<file path="src/rtl/interrupt_arbiter.sv">
// -----------------------------------------------------------------------------
// interrupt_arbiter
// Collects the UART event sources (overrun, parity, frame error, config done,
// RX threshold), masks them with the ISR enable bits, latches them as pending
// and presents one interrupt at a time to the CPU in fixed priority order.
// The served ID is written into ISR.INTID through a one-cycle load strobe;
// service completes on a rising edge of ISR.IACK, after which NONE is written
// back and interrupt_o stays low for a quiet gap before the next service.
// -----------------------------------------------------------------------------
module interrupt_arbiter #(
  parameter int GAP_CYCLES = 2  // low cycles between two served interrupts (>=1)
) (
  input  logic       clk_i,
  input  logic       rst_n_i,
  input  logic       overrun_error_i,
  input  logic       parity_error_i,
  input  logic       frame_error_i,
  input  logic       config_done_i,
  input  logic       rx_threshold_i,
  input  logic       overrun_error_en_i,
  input  logic       parity_error_en_i,
  input  logic       frame_error_en_i,
  input  logic       rx_rdy_en_i,
  input  logic       int_ackn_i,
  output logic       interrupt_o,
  output logic [2:0] interrupt_id_o,
  output logic       interrupt_id_en_o
);

  // Pending vector bit positions; the ID of a source is its bit index + 1.
  localparam int SRC_OVR = 0;
  localparam int SRC_PAR = 1;
  localparam int SRC_FRM = 2;
  localparam int SRC_CFG = 3;
  localparam int SRC_RX  = 4;
  localparam int SRC_N   = 5;

  localparam logic [2:0] ID_NONE  = 3'b000;
  localparam logic [2:0] ID_OVR   = 3'b001;
  localparam logic [2:0] ID_PAR   = 3'b010;
  localparam logic [2:0] ID_FRM   = 3'b011;
  localparam logic [2:0] ID_CFG   = 3'b100;
  localparam logic [2:0] ID_RXRDY = 3'b101;

  localparam logic [1:0] S_IDLE  = 2'd0;
  localparam logic [1:0] S_SERVE = 2'd1;
  localparam logic [1:0] S_CLEAR = 2'd2;
  localparam logic [1:0] S_GAP   = 2'd3;

  localparam int CNT_W = $clog2(GAP_CYCLES + 1);

  // Registered state
  logic [SRC_N-1:0] r_pend;
  logic             r_rxrdy_armed;
  logic             r_ack_q;
  logic             r_cfg_q;
  logic [1:0]       r_state;
  logic [CNT_W-1:0] r_cnt;
  logic             r_int;
  logic [2:0]       r_id;
  logic             r_id_en;

  // Combinational helpers
  logic             w_ack;
  logic             w_ack_srv;
  logic             w_cfg_evt;
  logic [3:0]       w_edge_evt;
  logic [3:0]       w_edge_en;
  logic [SRC_N-1:0] w_clr;
  logic [SRC_N-1:0] w_pend_nxt;
  logic             w_armed_nxt;
  logic [2:0]       w_top_id;

  // Rising-edge detection of the acknowledge level and the config handshake.
  assign w_ack     = int_ackn_i & ~r_ack_q;
  assign w_cfg_evt = config_done_i & ~r_cfg_q;

  // An acknowledge only retires something while an interrupt is in service.
  assign w_ack_srv = w_ack & (r_state == S_SERVE);

  // Edge-type sources and their enables; configuration events cannot be masked.
  assign w_edge_evt = {w_cfg_evt, frame_error_i, parity_error_i, overrun_error_i};
  assign w_edge_en  = {1'b1, frame_error_en_i, parity_error_en_i, overrun_error_en_i};

  // One-hot clear for the pending bit of the interrupt being acknowledged.
  always_comb begin
    // NOTE: every combinational output gets a default first, so no path can
    // leave it unassigned and infer a latch.
    w_clr = '0;
    if (w_ack_srv) begin
      case (r_id)
        ID_OVR:   w_clr[SRC_OVR] = 1'b1;
        ID_PAR:   w_clr[SRC_PAR] = 1'b1;
        ID_FRM:   w_clr[SRC_FRM] = 1'b1;
        ID_CFG:   w_clr[SRC_CFG] = 1'b1;
        ID_RXRDY: w_clr[SRC_RX]  = 1'b1;
        default:  w_clr = '0;
      endcase
    end
  end

  // Next pending vector: a new enabled event beats a same-cycle ack clear,
  // a masked event is dropped, and dropping an enable drops its pending bit.
  always_comb begin
    w_pend_nxt[3:0]    = (r_pend[3:0] & w_edge_en & ~w_clr[3:0])
                       | (w_edge_evt & w_edge_en);
    w_pend_nxt[SRC_RX] = rx_threshold_i & rx_rdy_en_i & r_rxrdy_armed
                       & ~w_clr[SRC_RX];
    // RX ready is level-based: it disarms once acknowledged and re-arms only
    // after the FIFO occupancy has fallen below the threshold.
    w_armed_nxt        = ~rx_threshold_i | (r_rxrdy_armed & ~w_clr[SRC_RX]);
  end

  // Fixed-priority selection: OVR > PAR > FRM > CFG > RXRDY.
  always_comb begin
    w_top_id = ID_NONE;
    if      (r_pend[SRC_OVR]) w_top_id = ID_OVR;
    else if (r_pend[SRC_PAR]) w_top_id = ID_PAR;
    else if (r_pend[SRC_FRM]) w_top_id = ID_FRM;
    else if (r_pend[SRC_CFG]) w_top_id = ID_CFG;
    else if (r_pend[SRC_RX])  w_top_id = ID_RXRDY;
  end

  // Edge-detect history registers; config starts high so a handshake that is
  // already complete out of reset does not raise an interrupt.
  always_ff @(posedge clk_i or negedge rst_n_i) begin
    if (!rst_n_i) begin
      // NOTE: registers are updated with non-blocking assignments so every
      // always_ff block sees the pre-edge value of every other register.
      r_ack_q <= 1'b0;
      r_cfg_q <= 1'b1;
    end else begin
      r_ack_q <= int_ackn_i;
      r_cfg_q <= config_done_i;
    end
  end

  // Pending bits and the RX-ready arming flag.
  always_ff @(posedge clk_i or negedge rst_n_i) begin
    if (!rst_n_i) begin
      r_pend        <= '0;
      r_rxrdy_armed <= 1'b1;
    end else begin
      r_pend        <= w_pend_nxt;
      r_rxrdy_armed <= w_armed_nxt;
    end
  end

  // Service sequencer with registered outputs:
  // IDLE -> SERVE (ID + strobe) -> CLEAR (NONE + strobe) -> GAP -> IDLE.
  always_ff @(posedge clk_i or negedge rst_n_i) begin
    if (!rst_n_i) begin
      r_state <= S_IDLE;
      r_cnt   <= '0;
      r_int   <= 1'b0;
      r_id    <= ID_NONE;
      r_id_en <= 1'b0;
    end else begin
      case (r_state)
        S_IDLE: begin
          r_id_en <= 1'b0;
          if (|r_pend) begin
            r_state <= S_SERVE;
            r_int   <= 1'b1;
            r_id    <= w_top_id;
            r_id_en <= 1'b1;
          end
        end
        S_SERVE: begin
          // The served ID is held even if its enable or pending bit drops;
          // only an acknowledge ends service.
          r_id_en <= 1'b0;
          if (w_ack) begin
            r_state <= S_CLEAR;
            r_int   <= 1'b0;
            r_id    <= ID_NONE;
            r_id_en <= 1'b1;
          end
        end
        S_CLEAR: begin
          r_id_en <= 1'b0;
          r_cnt   <= CNT_W'(GAP_CYCLES - 1);
          // CLEAR already counts as the first quiet cycle.
          if (GAP_CYCLES > 1) r_state <= S_GAP;
          else                r_state <= S_IDLE;
        end
        S_GAP: begin
          r_id_en <= 1'b0;
          if (r_cnt <= CNT_W'(1)) begin
            r_state <= S_IDLE;
          end else begin
            r_cnt <= r_cnt - CNT_W'(1);
          end
        end
        default: begin
          r_state <= S_IDLE;
          r_int   <= 1'b0;
          r_id    <= ID_NONE;
          r_id_en <= 1'b0;
        end
      endcase
    end
  end

  assign interrupt_o       = r_int;
  assign interrupt_id_o    = r_id;
  assign interrupt_id_en_o = r_id_en;

endmodule

</file>
<file path="config.mk">
export PLATFORM = sky130hd
export DESIGN_NAME = interrupt_arbiter
export DESIGN_NICKNAME = d
export VERILOG_FILES = /design/src/rtl/interrupt_arbiter.sv
export SDC_FILE = /design/constraint.sdc
export NUM_CORES = 1
export LEC_CHECK = 0
export CAP_MARGIN = 20
export CELL_PAD_IN_SITES_DETAIL_PLACEMENT = 0
export CELL_PAD_IN_SITES_GLOBAL_PLACEMENT = 2
export CORE_UTILIZATION = 33
export CTS_CLUSTER_SIZE = 20
export DETAILED_ROUTE_END_ITERATION = 12
export GPL_ROUTABILITY_DRIVEN = 1
export GPL_TIMING_DRIVEN = 0
export PLACE_DENSITY_LB_ADDON = 0.1
export SYNTH_ARGS = -nofsm -noshare
export SYNTH_HDL_FRONTEND = slang
export SYNTH_SLANG_ARGS = --single-unit
</file>
<file path="constraint.sdc">
create_clock -name clk_i -period 2.2 [get_ports clk_i]
set_input_delay 0.33 -clock clk_i [delete_from_list [all_inputs] [get_ports clk_i]]
set_output_delay 0.33 -clock clk_i [all_outputs]
set_load 0.02 [all_outputs]
</file>
==> qor.csv <==
metric,value,unit
status,completed,
Final ANT Viol Nets,0,
Cells after Synth,82,
final worst slack,459,ps
nets,120,
crit-path max FO,7,
post-synthesis sequential area ratio,0.500,
Lkg Pwr,0.461,nW
RSZ-0062 raised after global routing,no,
Place WS,257,ps
post-CTS setup buffers,0,
Vias,663,
max cap viols,0,
CP top delay family,buffers and inverters,
DR WL/cell,12.6,um
# DRC,0,
"Setup violations, final",0,
Setup Skew,0.748,ps
fmax,574,MHz
pin count of the biggest net entering global routing,18,
clk slew on worst S/H paths,100,ps
final setup TNS,0,ps
register area,428,um^2
"area leader, netlist",dfrtp_1,
Synth Register Bits,17,
routed wire length,1660,um
# clock sinks,17,
Worst setup SP type,flip-flop,
CP max-delay cell,clkdlybuf4s50_1,
total die area,2800,um^2
clock share of power,0.152,
DRT Pass-1 Iters,4,
Yosys top cell area share,0.439,
CP endpoint kind,primary output,
initial antenna violation count,0,
Comb power frac,0.442,
CTS tree,built,
syn nets,99,
Worst EP arrival,1410,ps
Synth Area per Inst,10.4,um^2
worst hold path type,in2reg,
Clock Tree Buf Depth,2,
first-pass GRT wire length,2890,um
# fillers,253,
I/O Pins,17,
YS warnings,0,
Cell Int Power,704,uW
CTS Buf Count,3,
Worst path max stage delay,650,ps
"Req. time, crit path",1870,ps
Rows,18,
Area contributors post-synth,"dfrtp_1 44%, ha_1 7.3%, dfstp_2 6.1%, a21oi_1 3.5%, mux2_4 3.5%",
VDD IR-drop max,0.511,mV
Post-synth EDFFs,0,
Starting Density,0.349,
Die Y,52.9,um
Synth async-reset ratio,1.00,
Final Slew Violations,0,
"Hold Vio Cnt, Final",0,
P_sw,408,uW
Synth Flop Type,dfrtp_1,
DR iter-0 viols,9,
PostCTS Resize Cnt,0,
layout cells sized above 1,0.118,
hold-fix buffers at CTS,0,
I/O Buffers,16,
"Cell Chain, Critical Path",clkdlybuf4s50_1,
Die Wd,52.9,um
worst path buffer plus inverter count,1,
part of the power in registers,0.406,
total congestion overflow,0,
n_diodes,0,
Clock Latency Late Sink,290,ps
synth unique cells,31,
Core Region,2450,um^2
Post-synth top cells,"15 x dfrtp_1, 6 x a21oi_1, 6 x nand2_1, 5 x ha_1, 5 x inv_1",
min Tclk post-route,1740,ps
Tcrit/Tclk final,0.792,
synthesized area,856,um^2
vias in the first global route,635,
HPWL after DPL,1280,um
Worst Max-Slew Pin Slew,778,ps
DR vias/cell,5.02,
area of the multi-input gates,404,um^2
Pwr Density,1030,nW/um^2
root buffer cell,clkbuf_4,
Tot GR Track Use,0.148,
top-count cell post-synth,dfrtp_1,
switching part of the total,0.367,
area grow syn2layout,26.2,%
GP Congestion,0.666,
Slew headroom,0.479,
CTS H-Tree Depth,1,
CP Class,reg2out,
## worst reg2reg max path, cell delays in order, from the launching register on
cell and delay [ps]:
dfrtp_1 390, inv_1 80, ha_1 290, and4b_1 290
a21oi_2 190, mux2_4 310
## state kept, by name, indices dropped and copies added (netlist names)
signal and cells:
interrupt_id_o 3, r_state 2, r_rxrdy_armed 1, r_ack_q 1, interrupt_id_en_o 1, r_pend 5
interrupt_o 1, r_cnt 2, r_cfg_q 1
## routing by layer
layer  up-vias  share of wire  GRT usage
met2        15           0.44      0.219
li1        330              -          -
met5         -              0          0
met4         0          0.017     0.0789
met1       314           0.50      0.201
met3         4          0.042     0.0259
## placed cells by master, fill, tap and decap left out, types with 4 or more instances in the layout
cell type	count
o21ai_0	4
nand2b_1	4
inv_1	5
nand2_1	6
clkdlybuf4s50_1	16
dfrtp_1	15
ha_1	5
a21oi_1	6
nor2_1	4
## area by class of cell
class                   count  area share
flip-flops and latches     17       0.396
multi-input cells          59       0.374
repair buffers             16       0.148
well taps                  30      0.0348
clock buffers               4      0.0243
inverters                   5      0.0174
plain buffers               1     0.00463
## metrics by stage
stage	cell area (um^2)	utilization	power [mW]	instances	hold WS, ps
6_report	1080	0.440	1.11	132	459
5_1_grt	1080	0.440	1.21	132	470
4_1_cts	1080	0.440	1.13	132	456
3_5_place_dp	1050	0.429	0.956	128	493
3_3_place_gp	1050	0.429	0.948	128	481
2_1_floorplan	856	-	0.782	82	34.4
## worst paths after layout
path	startpoint	end	slack (ps)	cells after the start
worst min register to register	r_cfg_q$_DFF_PN1_	r_pend[3]$_DFF_PN0_	510	1
min in group asynchronous	rst_n_i	r_cnt[1]$_DFFE_PN0P_	480	1
worst max register to register	r_state[0]$_DFFE_PN0P_	interrupt_id_o[2]$_DFFE_PN0P_	540	5
worst max-delay path	interrupt_id_o[0]$_DFFE_PN0P_	interrupt_id_o[0]	460	1
max in group asynchronous	rst_n_i	r_state[0]$_DFFE_PN0P_	1230	1
worst min-delay path	config_done_i	r_cfg_q$_DFF_PN1_	460	1
## power groups by stage
stage / Combinational, mW / Sequential, mW / Clock [mW]
finish: 0.492 / 0.451 / 0.169
global route: 0.553 / 0.463 / 0.192
CTS: 0.498 / 0.452 / 0.176
detailed placement: 0.497 / 0.458 / 0
global placement: 0.491 / 0.457 / 0
floorplan: 0.292 / 0.490 / 0
## logic make-up (layout without fill, tap and decap cells)
| logic type | count (synthesis) | in the layout | synth area share |
|---|---|---|---|
| XOR/XNOR | 1 | 1 | 0.0102 |
| AO/OA/AOI/OAI | 19 | 19 | 0.133 |
| adder cells (fa/ha/maj) | 5 | 5 | 0.0731 |
| multiplexers | 4 | 4 | 0.0599 |
| AND/OR/NAND/NOR | 30 | 30 | 0.196 |
| flip-flops | 17 | 17 | 0.500 |
| buffers and inverters | 6 | 26 | 0.0278 |
(Power assumes the default switching activity.)
